## config.mk

```make
export PLATFORM = sky130hd
export DESIGN_NAME = uart_frame_controller
export DESIGN_NICKNAME = d
export VERILOG_FILES = /design/src/rtl/uart_frame_pkg.sv /design/src/rtl/uart_gap_timer.sv /design/src/rtl/uart_frame_controller.sv
export SDC_FILE = /design/constraint.sdc
export NUM_CORES = 1
export LEC_CHECK = 0
export ABC_AREA = 1
export BUFFER_PORTS_ARGS = -buffer_cell sky130_fd_sc_hd__buf_2
export CELL_PAD_IN_SITES_DETAIL_PLACEMENT = 1
export CELL_PAD_IN_SITES_GLOBAL_PLACEMENT = 1
export CORE_MARGIN = 1.5
export CORE_UTILIZATION = 44
export DETAILED_ROUTE_END_ITERATION = 12
export GPL_ROUTABILITY_DRIVEN = 0
export GPL_TIMING_DRIVEN = 0
export PLACE_DENSITY_LB_ADDON = 0.1
export SETUP_SLACK_MARGIN = 0.3
export SYNTH_ARGS = -nofsm -noshare
export SYNTH_HDL_FRONTEND = slang
export SYNTH_SLANG_ARGS = --single-unit
```

## constraint.sdc

```tcl
create_clock -name clk -period 3 [get_ports clk]
set_input_delay 0.15 -clock clk [delete_from_list [all_inputs] [get_ports clk]]
set_output_delay 0.15 -clock clk [all_outputs]
set_load 0.03 [all_outputs]
```

## src/rtl/uart_frame_pkg.sv

```systemverilog
// Shared types and constants for the UART command-frame controller.
package uart_frame_pkg;

  typedef enum logic [2:0] {
    IDLE,
    LEN,
    PAYLOAD,
    CHK,
    ACK,
    DISCARD
  } state_t;

  localparam logic [1:0] ERR_NONE     = 2'd0;
  localparam logic [1:0] ERR_CHECKSUM = 2'd1;
  localparam logic [1:0] ERR_LENGTH   = 2'd2;
  localparam logic [1:0] ERR_TIMEOUT  = 2'd3;

  localparam logic [7:0] ACK_BYTE = 8'h06;
  localparam logic [7:0] NAK_BYTE = 8'h15;

  function automatic logic [15:0] sat_inc(input logic [15:0] v);
    return (v == 16'hFFFF) ? v : v + 16'd1;
  endfunction

endpackage

```

## src/rtl/uart_gap_timer.sv

```systemverilog
// Inter-byte silence timer: down-counter reloaded on clear, expire at terminal count.
module uart_gap_timer #(
  parameter int timeout_cycles = 10000000
) (
  input  logic clk,
  input  logic reset_n,
  input  logic clear,
  output logic expire
);

  localparam int W = $clog2(timeout_cycles);
  localparam logic [W-1:0] LOAD = W'(timeout_cycles - 1);

  logic [W-1:0] count;

  // Reaching zero is equivalent to an up-count reaching timeout_cycles-1.
  always_ff @(posedge clk or negedge reset_n) begin
    if (!reset_n) begin
      count <= LOAD;
    end else if (clear) begin
      count <= LOAD;
    end else if (count != '0) begin
      count <= count - 1'b1;
    end
  end

  assign expire = (count == '0);

endmodule

```

## src/rtl/uart_frame_controller.sv

```systemverilog
// Assembles CMD/LEN/payload/CHK frames from the UART byte strobe and queues ACK/NAK replies.
//   state   | meaning
//   IDLE    | waiting for a command byte
//   LEN     | waiting for the payload length
//   PAYLOAD | collecting payload bytes into the assembly buffer
//   CHK     | waiting for the checksum byte
//   ACK     | ack/nak byte offered to the transmitter
//   DISCARD | swallowing the rest of a bad frame until the line goes quiet
module uart_frame_controller
  import uart_frame_pkg::*;
#(
  parameter int comm_clk_frequency = 100000000,
  parameter int timeout_cycles     = 10000000,
  parameter int max_payload        = 48
) (
  input  logic                     clk,
  input  logic                     reset_n,
  input  logic                     rx_new_byte,
  input  logic [7:0]               rx_byte,
  output logic                     frame_valid,
  output logic [7:0]               frame_cmd,
  output logic [7:0]               frame_len,
  output logic [8*max_payload-1:0] frame_payload,
  output logic                     err_pulse,
  output logic [1:0]               err_code,
  output logic [15:0]              err_count,
  output logic                     ack_valid,
  output logic [7:0]               ack_byte,
  input  logic                     ack_ready
);

  if (comm_clk_frequency <= 0) begin : g_bad_clk
    $error("comm_clk_frequency must be positive");
  end
  if (timeout_cycles < 2) begin : g_bad_timeout
    $error("timeout_cycles must be at least 2");
  end
  if (max_payload < 1 || max_payload > 255) begin : g_bad_payload
    $error("max_payload must be in 1..255");
  end

  localparam logic [7:0] MAX_LEN = 8'(max_payload);

  state_t                   state;
  logic [7:0]               cmd_q;
  logic [7:0]               len_q;
  logic [7:0]               idx;
  logic [7:0]               sum;
  logic [7:0]               sum_next;
  logic [8*max_payload-1:0] asm_buf;
  logic                     discard_after;
  logic                     gap_clear;
  logic                     gap_expire;
  logic                     timed_state;
  logic                     frame_timeout;
  logic                     ack_done;

  assign sum_next      = sum + rx_byte;
  assign ack_done      = ack_valid & ack_ready;
  assign timed_state   = (state == LEN) || (state == PAYLOAD) || (state == CHK) || (state == DISCARD);
  assign frame_timeout = gap_expire && !rx_new_byte &&
                         ((state == LEN) || (state == PAYLOAD) || (state == CHK));
  // Every state entry is caused by a byte, an expiry or an ack handshake, so these cover all restarts.
  assign gap_clear     = rx_new_byte | (gap_expire & timed_state) | ack_done;

  uart_gap_timer #(
    .timeout_cycles(timeout_cycles)
  ) u_gap_timer (
    .clk    (clk),
    .reset_n(reset_n),
    .clear  (gap_clear),
    .expire (gap_expire)
  );

  always_ff @(posedge clk or negedge reset_n) begin
    if (!reset_n) begin
      state         <= IDLE;
      cmd_q         <= '0;
      len_q         <= '0;
      idx           <= '0;
      sum           <= '0;
      asm_buf       <= '0;
      discard_after <= 1'b0;
      frame_valid   <= 1'b0;
      frame_cmd     <= '0;
      frame_len     <= '0;
      frame_payload <= '0;
      err_pulse     <= 1'b0;
      err_code      <= ERR_NONE;
      err_count     <= '0;
      ack_valid     <= 1'b0;
      ack_byte      <= ACK_BYTE;
    end else begin
      frame_valid <= 1'b0;
      err_pulse   <= 1'b0;
      if (frame_timeout) begin
        err_pulse     <= 1'b1;
        err_code      <= ERR_TIMEOUT;
        err_count     <= sat_inc(err_count);
        ack_byte      <= NAK_BYTE;
        ack_valid     <= 1'b1;
        discard_after <= 1'b0;
        state         <= ACK;
      end else begin
        case (state)
          IDLE: begin
            if (rx_new_byte) begin
              cmd_q   <= rx_byte;
              sum     <= rx_byte;
              asm_buf <= '0;
              state   <= LEN;
            end
          end
          LEN: begin
            if (rx_new_byte) begin
              sum <= sum_next;
              if (rx_byte == 8'd0 || rx_byte > MAX_LEN) begin
                err_pulse     <= 1'b1;
                err_code      <= ERR_LENGTH;
                err_count     <= sat_inc(err_count);
                ack_byte      <= NAK_BYTE;
                ack_valid     <= 1'b1;
                discard_after <= 1'b1;
                state         <= ACK;
              end else begin
                len_q <= rx_byte;
                idx   <= '0;
                state <= PAYLOAD;
              end
            end
          end
          PAYLOAD: begin
            if (rx_new_byte) begin
              for (int i = 0; i < max_payload; i++) begin
                if (idx == 8'(i)) asm_buf[8*i +: 8] <= rx_byte;
              end
              sum <= sum_next;
              idx <= idx + 8'd1;
              if (idx + 8'd1 == len_q) state <= CHK;
            end
          end
          CHK: begin
            if (rx_new_byte) begin
              discard_after <= 1'b0;
              ack_valid     <= 1'b1;
              state         <= ACK;
              if (sum_next == 8'h00) begin
                frame_cmd     <= cmd_q;
                frame_len     <= len_q;
                frame_payload <= asm_buf;
                frame_valid   <= 1'b1;
                ack_byte      <= ACK_BYTE;
              end else begin
                err_pulse <= 1'b1;
                err_code  <= ERR_CHECKSUM;
                err_count <= sat_inc(err_count);
                ack_byte  <= NAK_BYTE;
              end
            end
          end
          ACK: begin
            // A byte landing here has nowhere to go; it is only counted.
            if (rx_new_byte) err_count <= sat_inc(err_count);
            if (ack_done) begin
              ack_valid <= 1'b0;
              state     <= discard_after ? DISCARD : IDLE;
            end
          end
          DISCARD: begin
            if (gap_expire && !rx_new_byte) state <= IDLE;
          end
          default: state <= IDLE;
        endcase
      end
    end
  end

endmodule
```

## Word-level counts from Yosys, hierarchy flattened

Cells that the tools add are included.

| storage, ports and cells | value |
|---|---|
| memories | 0 |
| latch bits | 0 |
| bits in read-only memories | 0 |
| output and inout bits | 429 |
| input port bits | 12 |
| register bits after elaboration | 873 |
| logic and storage cells | 380 |
| bits in writable memories | 0 |

| operators by class | value |
|---|---|
| $lt $le $gt $ge | 1 |
| reductions and logical operators | 78 |
| divide/modulo/power cells | 0 |
| eq/ne operators | 117 |
| shifts and indexed selects | 0 |
| bitwise gates (word level) | 6 |
| multiply operators | 0 |
| $add $sub $neg | 4 |
| multiplexer cells | 110 |

Operator list:

| kind | number |
|---|---|
| $mux 384 | 2 |
| $pmux 384 s2 | 1 |
| $mux 8 | 57 |
| $reduce_and 5->1 | 51 |
| $eq 8x5->1 const B | 16 |
| $eq 8x6->1 const B | 16 |
| $mux 16 | 7 |
| $ne 2x1->1 const B | 49 |
| $eq 8x4->1 const B | 8 |
| $mux 24 | 2 |
| $pmux 16 s3 | 1 |
| $pmux 8 s2 | 3 |
| $eq 8x3->1 const B | 4 |
| $mux 3 | 10 |
| $logic_not 24->1 | 1 |
| $logic_not 8->1 | 3 |
| $reduce_bool 24->1 | 1 |
| $sub 24x1->24 const B | 1 |
| $ne 3x3->1 const B | 7 |
| $pmux 3 s6 | 1 |
| $add 16x1->16 const B | 1 |
| $eq 16x16->1 const B | 1 |
| $eq 8x2->1 const B | 2 |
| $mux 1 | 16 |
| other kinds (30) | 55 |

## Longest topological paths before layout

| logic depth | value |
|---|---|
| depth after elaboration | 8 |
| mapped depth | 17 |
| mapped depth without buffers | 15 |

## By module

Synthesis repeated with hierarchy kept, for this count alone.

| second synthesis, totals | value |
|---|---|
| cells, all modules | 3,911 |
| area total of the unflattened synthesis | 35,962.0 um2 |

Modules (own cells, without submodules):

| module | area an instance (um2) | cells each | times used | sequential area each (um2) |
|---|---|---|---|---|
| uart_frame_controller | 34,301.6 | 3,683 | 1 | 21,096.5 |
| uart_gap_timer | 1,660.3 | 228 | 1 | 618.1 |

## Worst setup path before layout

Ideal clock, no wire load.

| path | value |
|---|---|
| path type | reg2reg |
| from | reg sum[0] |
| to | reg frame_cmd[0] |
| data arrival time | 2.178 ns |
| data required time | 2.882 ns |
| cell stages (with the launch flop) | 15 |
| period minus slack after synthesis | 2.295 ns |
| library setup time | 0.118 ns |
| setup slack | 0.705 ns |
| buffers on the path | 2 |
| cell sequence | dfrtp_1 -> ha_1 -> fa_1 -> nand3_1 -> nand4_1 -> nand2_1 -> nand3_1 -> nor2_2 -> nand3_2 -> nor2_4 -> inv_2 -> buf_6 -> buf_6 -> nand2_1 -> nand2_1 |

| on the way | value |
|---|---|
| longest elaborated chain between the ends | 3 |

Ends and longest elaborated chain:

| what | line | source |
|---|---|---|
| start: declaration | uart_frame_controller.sv:48 | `logic [7:0] sum;` |
| start signal: assignment | uart_frame_controller.sv:109 | `sum <= rx_byte;` |
| start signal: assignment | uart_frame_controller.sv:116 | `sum <= sum_next;` |
| start signal: assignment | uart_frame_controller.sv:137 | `sum <= sum_next;` |
| $add 8x8->8 | uart_frame_controller.sv:58 | `assign sum_next = sum + rx_byte;` |
| $logic_not 8->1 | uart_frame_controller.sv:147 | `if (sum_next == 8'h00) begin` |
| $reduce_and 4->1 (no line) | - |  |
| end signal: assignment | uart_frame_controller.sv:148 | `frame_cmd <= cmd_q;` |
| end: declaration | uart_frame_controller.sv:21 | `output logic [7:0] frame_cmd,` |

Every way passes these cells.
A chain may end at the register's enable or synchronous reset.

## Worst setup path in the final report

| path | value |
|---|---|
| from | reg sum[0] |
| to | reg frame_payload[376] |

| on the way | value |
|---|---|
| longest elaborated chain between the ends | 3 |

Ends and longest elaborated chain:

| what | line | source |
|---|---|---|
| $add 8x8->8 | uart_frame_controller.sv:58 |  |
| $logic_not 8->1 | uart_frame_controller.sv:147 |  |
| $reduce_and 4->1 (no line) | - |  |
| end signal: assignment | uart_frame_controller.sv:150 | `frame_payload <= asm_buf;` |
| end: declaration | uart_frame_controller.sv:23 | `output logic [8*max_payload-1:0] frame_payload,` |

Every way passes these cells.

==> flow_summary.json <==
{
  "drive_gt1_share_pct": 17.6,
  "static-leakage-power_nw": 22.5,
  "clock_power_share_pct": 49.1,
  "worstHoldPathCells": 5,
  "r2r-end": "frame_payload[376]",
  "hpwlAfterDp_um": 75800,
  "core-area_um2": 77500,
  "yosys_most_used_dff": "sky130_fd_sc_hd__dfrtp_1",
  "cts-htree-levels": 3,
  "r2r_slack_ns": 0.37,
  "min_delay_worst_endpoint": "u_gap_timer.count[6]",
  "setup_repair_after_global_routing_missed_its_margin": "yes",
  "pwr_density_cell_nw_per_um2": 574,
  "r2r_startpoint": "sum[0]",
  "clk_latency_ns": 0.66,
  "detail_route.wl_per_cell_um": 20.1,
  "final_cell_mix": "sky130_fd_sc_hd__nand2_1, sky130_fd_sc_hd__dfrtp_1, sky130_fd_sc_hd__o21ai_0",
  "drt_first_iter_violations": 1616,
  "post-layout-total-power_w": 0.0239,
  "run_status": "completed",
  "synth.ff_latch_count": 867,
  "grt_max_degree": 114,
  "synth.distinct_cells": 36,
  "boundaryPins": 441,
  "n_fill_cell": 9152,
  "global_route.overflow_total": 0,
  "clockBufferDepth": 3,
  "cts-buffers-inserted": 93,
  "peakVddDrop_uv": 483,
  "antenna_found_initial": 2,
  "share_of_synthesized_cell_area_in_and_or_nand_and_nor_gates_pct": 23.3,
  "detail_route.wirelength_um": 109000,
  "floorplan.die_area_um2": 79900,
  "fmaxAchievable_ghz": 0.380,
  "synth_compound_area_share_pct": 7.34,
  "num_vias": 27700,
  "nNetsFinal": 4360,
  "syn_inst": 3774,
  "hold_path_startpoint": "ack_ready",
  "final_core_utilization_pct": 53.7,
  "numClockSinks": 867,
  "holdWs_ns": 0.0788,
  "timing.critical_path.slowest_cell_delay_ns": 0.41,
  "finalCritPeriodShare_pct": 87.7,
  "floorplan.initialDensity_pct": 44.4,
  "mapped_cell_area_um2": 34400,
  "post_drt_via_cell_ratio": 5.09,
  "timing.final.setup_violations": 0,
  "ys_async_sr_fraction_pct": 100,
  "dieHeight_um": 283,
  "first_global_vias": 28700,
  "hp-class": "input pin to flip-flop",
  "hold_viol": 0,
  "kind_of_start_point_of_the_critical_path": "flip-flop",
  "synth_top_family_by_area": "simple AND/OR/NAND/NOR gates",
  "timing.critical_path.buf_inv": 3,
  "cpMaxStageDelayCell": "sky130_fd_sc_hd__dfrtp_1",
  "most_common_cell_after_layout_fill_and_taps_aside": "sky130_fd_sc_hd__nand2_1",
  "critical_path.cell_chain": "ha_4 > fa_2 > nand3_2 > nand4_1 > nand2_1 > nand3_1 > nor2_2 > nand3_2 > nor2_4 > buf_12 > buf_6 > buf_4 > nand2_1 > nand2_1",
  "power.share.combinational_pct": 1.8,
  "grt_first_pass_wirelength_um": 167000,
  "cp_common_cell": "sky130_fd_sc_hd__nand2_1",
  "dr.pass1.iters": 5,
  "signal_arrival_time_at_the_worst_endpoint_ns": 3.23,
  "fin_skew_ns": 0.0211,
  "final_max_slew_viol_count": 0,
  "area_added_between_synthesis_and_finish_pct": 20.9,
  "cts-root-buf": "sky130_fd_sc_hd__clkbuf_16",
  "post_synth_fa_ha_maj_area_fraction_pct": 0.567,
  "critical-path-top-delay-family": "simple AND/OR/NAND/NOR gates",
  "route.detailed.drc": 0,
  "fraction_of_synthesized_area_in_multiplexers_pct": 0.164,
  "worst-endpoint-required_ns": 3.59,
  "slew_headroom_pct": 13.7,
  "numPortBuffers": 435,
  "tritoncts": "done",
  "end_kind": "flip-flop",
  "fp.dieW_um": 283,
  "ys_warn_count": 0,
  "timing_worst_slew_pin_value_ns": 1.29,
  "placementRows": 102,
  "worst_r2r_path_depth": 14,
  "globalRouteTotalUtil_pct": 27.6,
  "ant_nets": 0,
  "synth_enable_flop_cells": 0,
  "internal-power_w": 0.0186,
  "post_synth_xor_area_fraction_pct": 0.764,
  "final_period_minus_worst_setup_slack_ns": 2.63,
  "avg_inst_size_synth_um2": 9.11,
  "worst_setup_hold_path_clk_slew_ns": 0.06,
  "path_class": "flip-flop to flip-flop",
  "p_sw_share_pct": 21.9,
  "seq_total_area_yosys_pct": 63.1,
  "cap_viol_max_count": 0,
  "cp_max_fo": 10,
  "power.share.sequential_pct": 49.1,
  "total_switching_power_w": 0.00522
}
[synthesized netlist by cell type (3+ instances only)]
library cell / count / share of area, %
sky130_fd_sc_hd__nand2_1: 1848 / 20
sky130_fd_sc_hd__nor2_2: 7 / 0.13
sky130_fd_sc_hd__clkbuf_1: 96 / 1.0
sky130_fd_sc_hd__mux2_2: 5 / 0.16
sky130_fd_sc_hd__buf_6: 43 / 1.4
sky130_fd_sc_hd__buf_4: 50 / 1.1
sky130_fd_sc_hd__nor3_1: 20 / 0.29
sky130_fd_sc_hd__nor2_1: 87 / 0.95
sky130_fd_sc_hd__nor4_1: 4 / 0.073
sky130_fd_sc_hd__a21oi_1: 15 / 0.22
sky130_fd_sc_hd__ha_1: 14 / 0.51
sky130_fd_sc_hd__inv_1: 75 / 0.82
sky130_fd_sc_hd__nand4_1: 28 / 0.51
sky130_fd_sc_hd__buf_2: 20 / 0.29
sky130_fd_sc_hd__nand3_2: 5 / 0.15
sky130_fd_sc_hd__dfrtp_1: 852 / 62
sky130_fd_sc_hd__nand3_1: 61 / 0.89
sky130_fd_sc_hd__xnor2_1: 11 / 0.28
sky130_fd_sc_hd__dfstp_2: 15 / 1.1
sky130_fd_sc_hd__and2_1: 3 / 0.055
sky130_fd_sc_hd__o21ai_0: 463 / 6.7
sky130_fd_sc_hd__xor2_1: 19 / 0.48
sky130_fd_sc_hd__inv_2: 4 / 0.044
sky130_fd_sc_hd__o21ai_1: 13 / 0.19
[registers in the layout (all words and copies together) (netlist names)]
name and cells:
u_gap_timer.count 24, len_q 8, frame_len 8, err_count 16, ack_valid 1, frame_cmd 8, state 3, err_code 2
frame_valid 1, cmd_q 8, err_pulse 1, asm_buf 384, ack_byte 2, frame_payload 384, discard_after 1, idx 8
sum 8
[layout make-up]
cell class	instances	area [µm²]	share of cell area (%)
well taps	1040	1300	3.13
plain buffers	210	1440	3.45
multi-input cells	2621	11100	26.7
flip-flops and latches	867	21700	52.2
repair buffers	461	2620	6.29
inverters	79	299	0.719
clock buffers	138	2730	6.56
diodes	1	2.50	0.00602
clock inverters	30	387	0.930
[through the flow]
stage               setup TNS [ns]  instance area (µm²)  setup WS, ns  std cells
finish                           0                41600         0.368       5447
global route                     0                41600         0.254       5446
CTS                              0                41400         0.299       5443
detailed placement          -19.19                38100        -0.167       5260
global placement                 -                37900        -17.47       5252
floorplan                        0                34400         0.705       3777
[worst max-delay path by stage]
stage / start / to / slack [ns] / cells after the start
3_5_place_dp: rx_byte[0] / frame_payload[313] / -0.17 / 14
2_1_floorplan: sum[0] / frame_cmd[0] / 0.70 / 14
5_1_grt: sum[0] / err_count[8] / 0.25 / 14
3_3_place_gp: reset_n / frame_payload[77] / -17.47 / 1
6_report: sum[0] / frame_payload[376] / 0.37 / 14
4_1_cts: sum[0] / frame_payload[221] / 0.30 / 15
[worst min-delay path: stages]
cell and delay (ns):
sky130_fd_sc_hd__buf_2 0.08, sky130_fd_sc_hd__nand2_1 0.11, sky130_fd_sc_hd__nand3_1 0.22, sky130_fd_sc_hd__a21oi_1 0.06, sky130_fd_sc_hd__o21ai_0 0.06
[cells by family after synthesis]
kind of cell	count (synthesis)
flip-flops	867
buffers and inverters	289
XOR/XNOR	30
other	2
adder cells (fa/ha/maj)	15
multiplexers	5
AO/OA/AOI/OAI	499
AND/OR/NAND/NOR	2067
[layer usage]
layer	vias up	track usage, %	wire length [µm]
met5	-	0	0
met4	0	8.93	3420
met3	185	5.02	5340
met2	539	46.5	53200
met1	14000	36.0	47300
li1	13000	-	-
[power by group through the flow]
stage / registers (W) / logic [W] / clock network, W
after floorplan: 0.0119 / 0.0000893 / 0
after CTS: 0.0117 / 0.000433 / 0.0119
after global routing: 0.0117 / 0.000487 / 0.0123
final: 0.0117 / 0.000427 / 0.0117
after detailed placement: 0.0119 / 0.000417 / 0
after global placement: 0.0119 / 0.000374 / 0
[what timing repair did]
item	in CTS	in global routing
pin swaps	3	4
endpoints found under the setup margin	561	781
cloned	0	1
gates resized for setup	22	42
hold buffers	12	0
endpoints found under the hold margin	265	0
setup buffers	3	2
No activity file was read; power rests on OpenSTA's default activity.
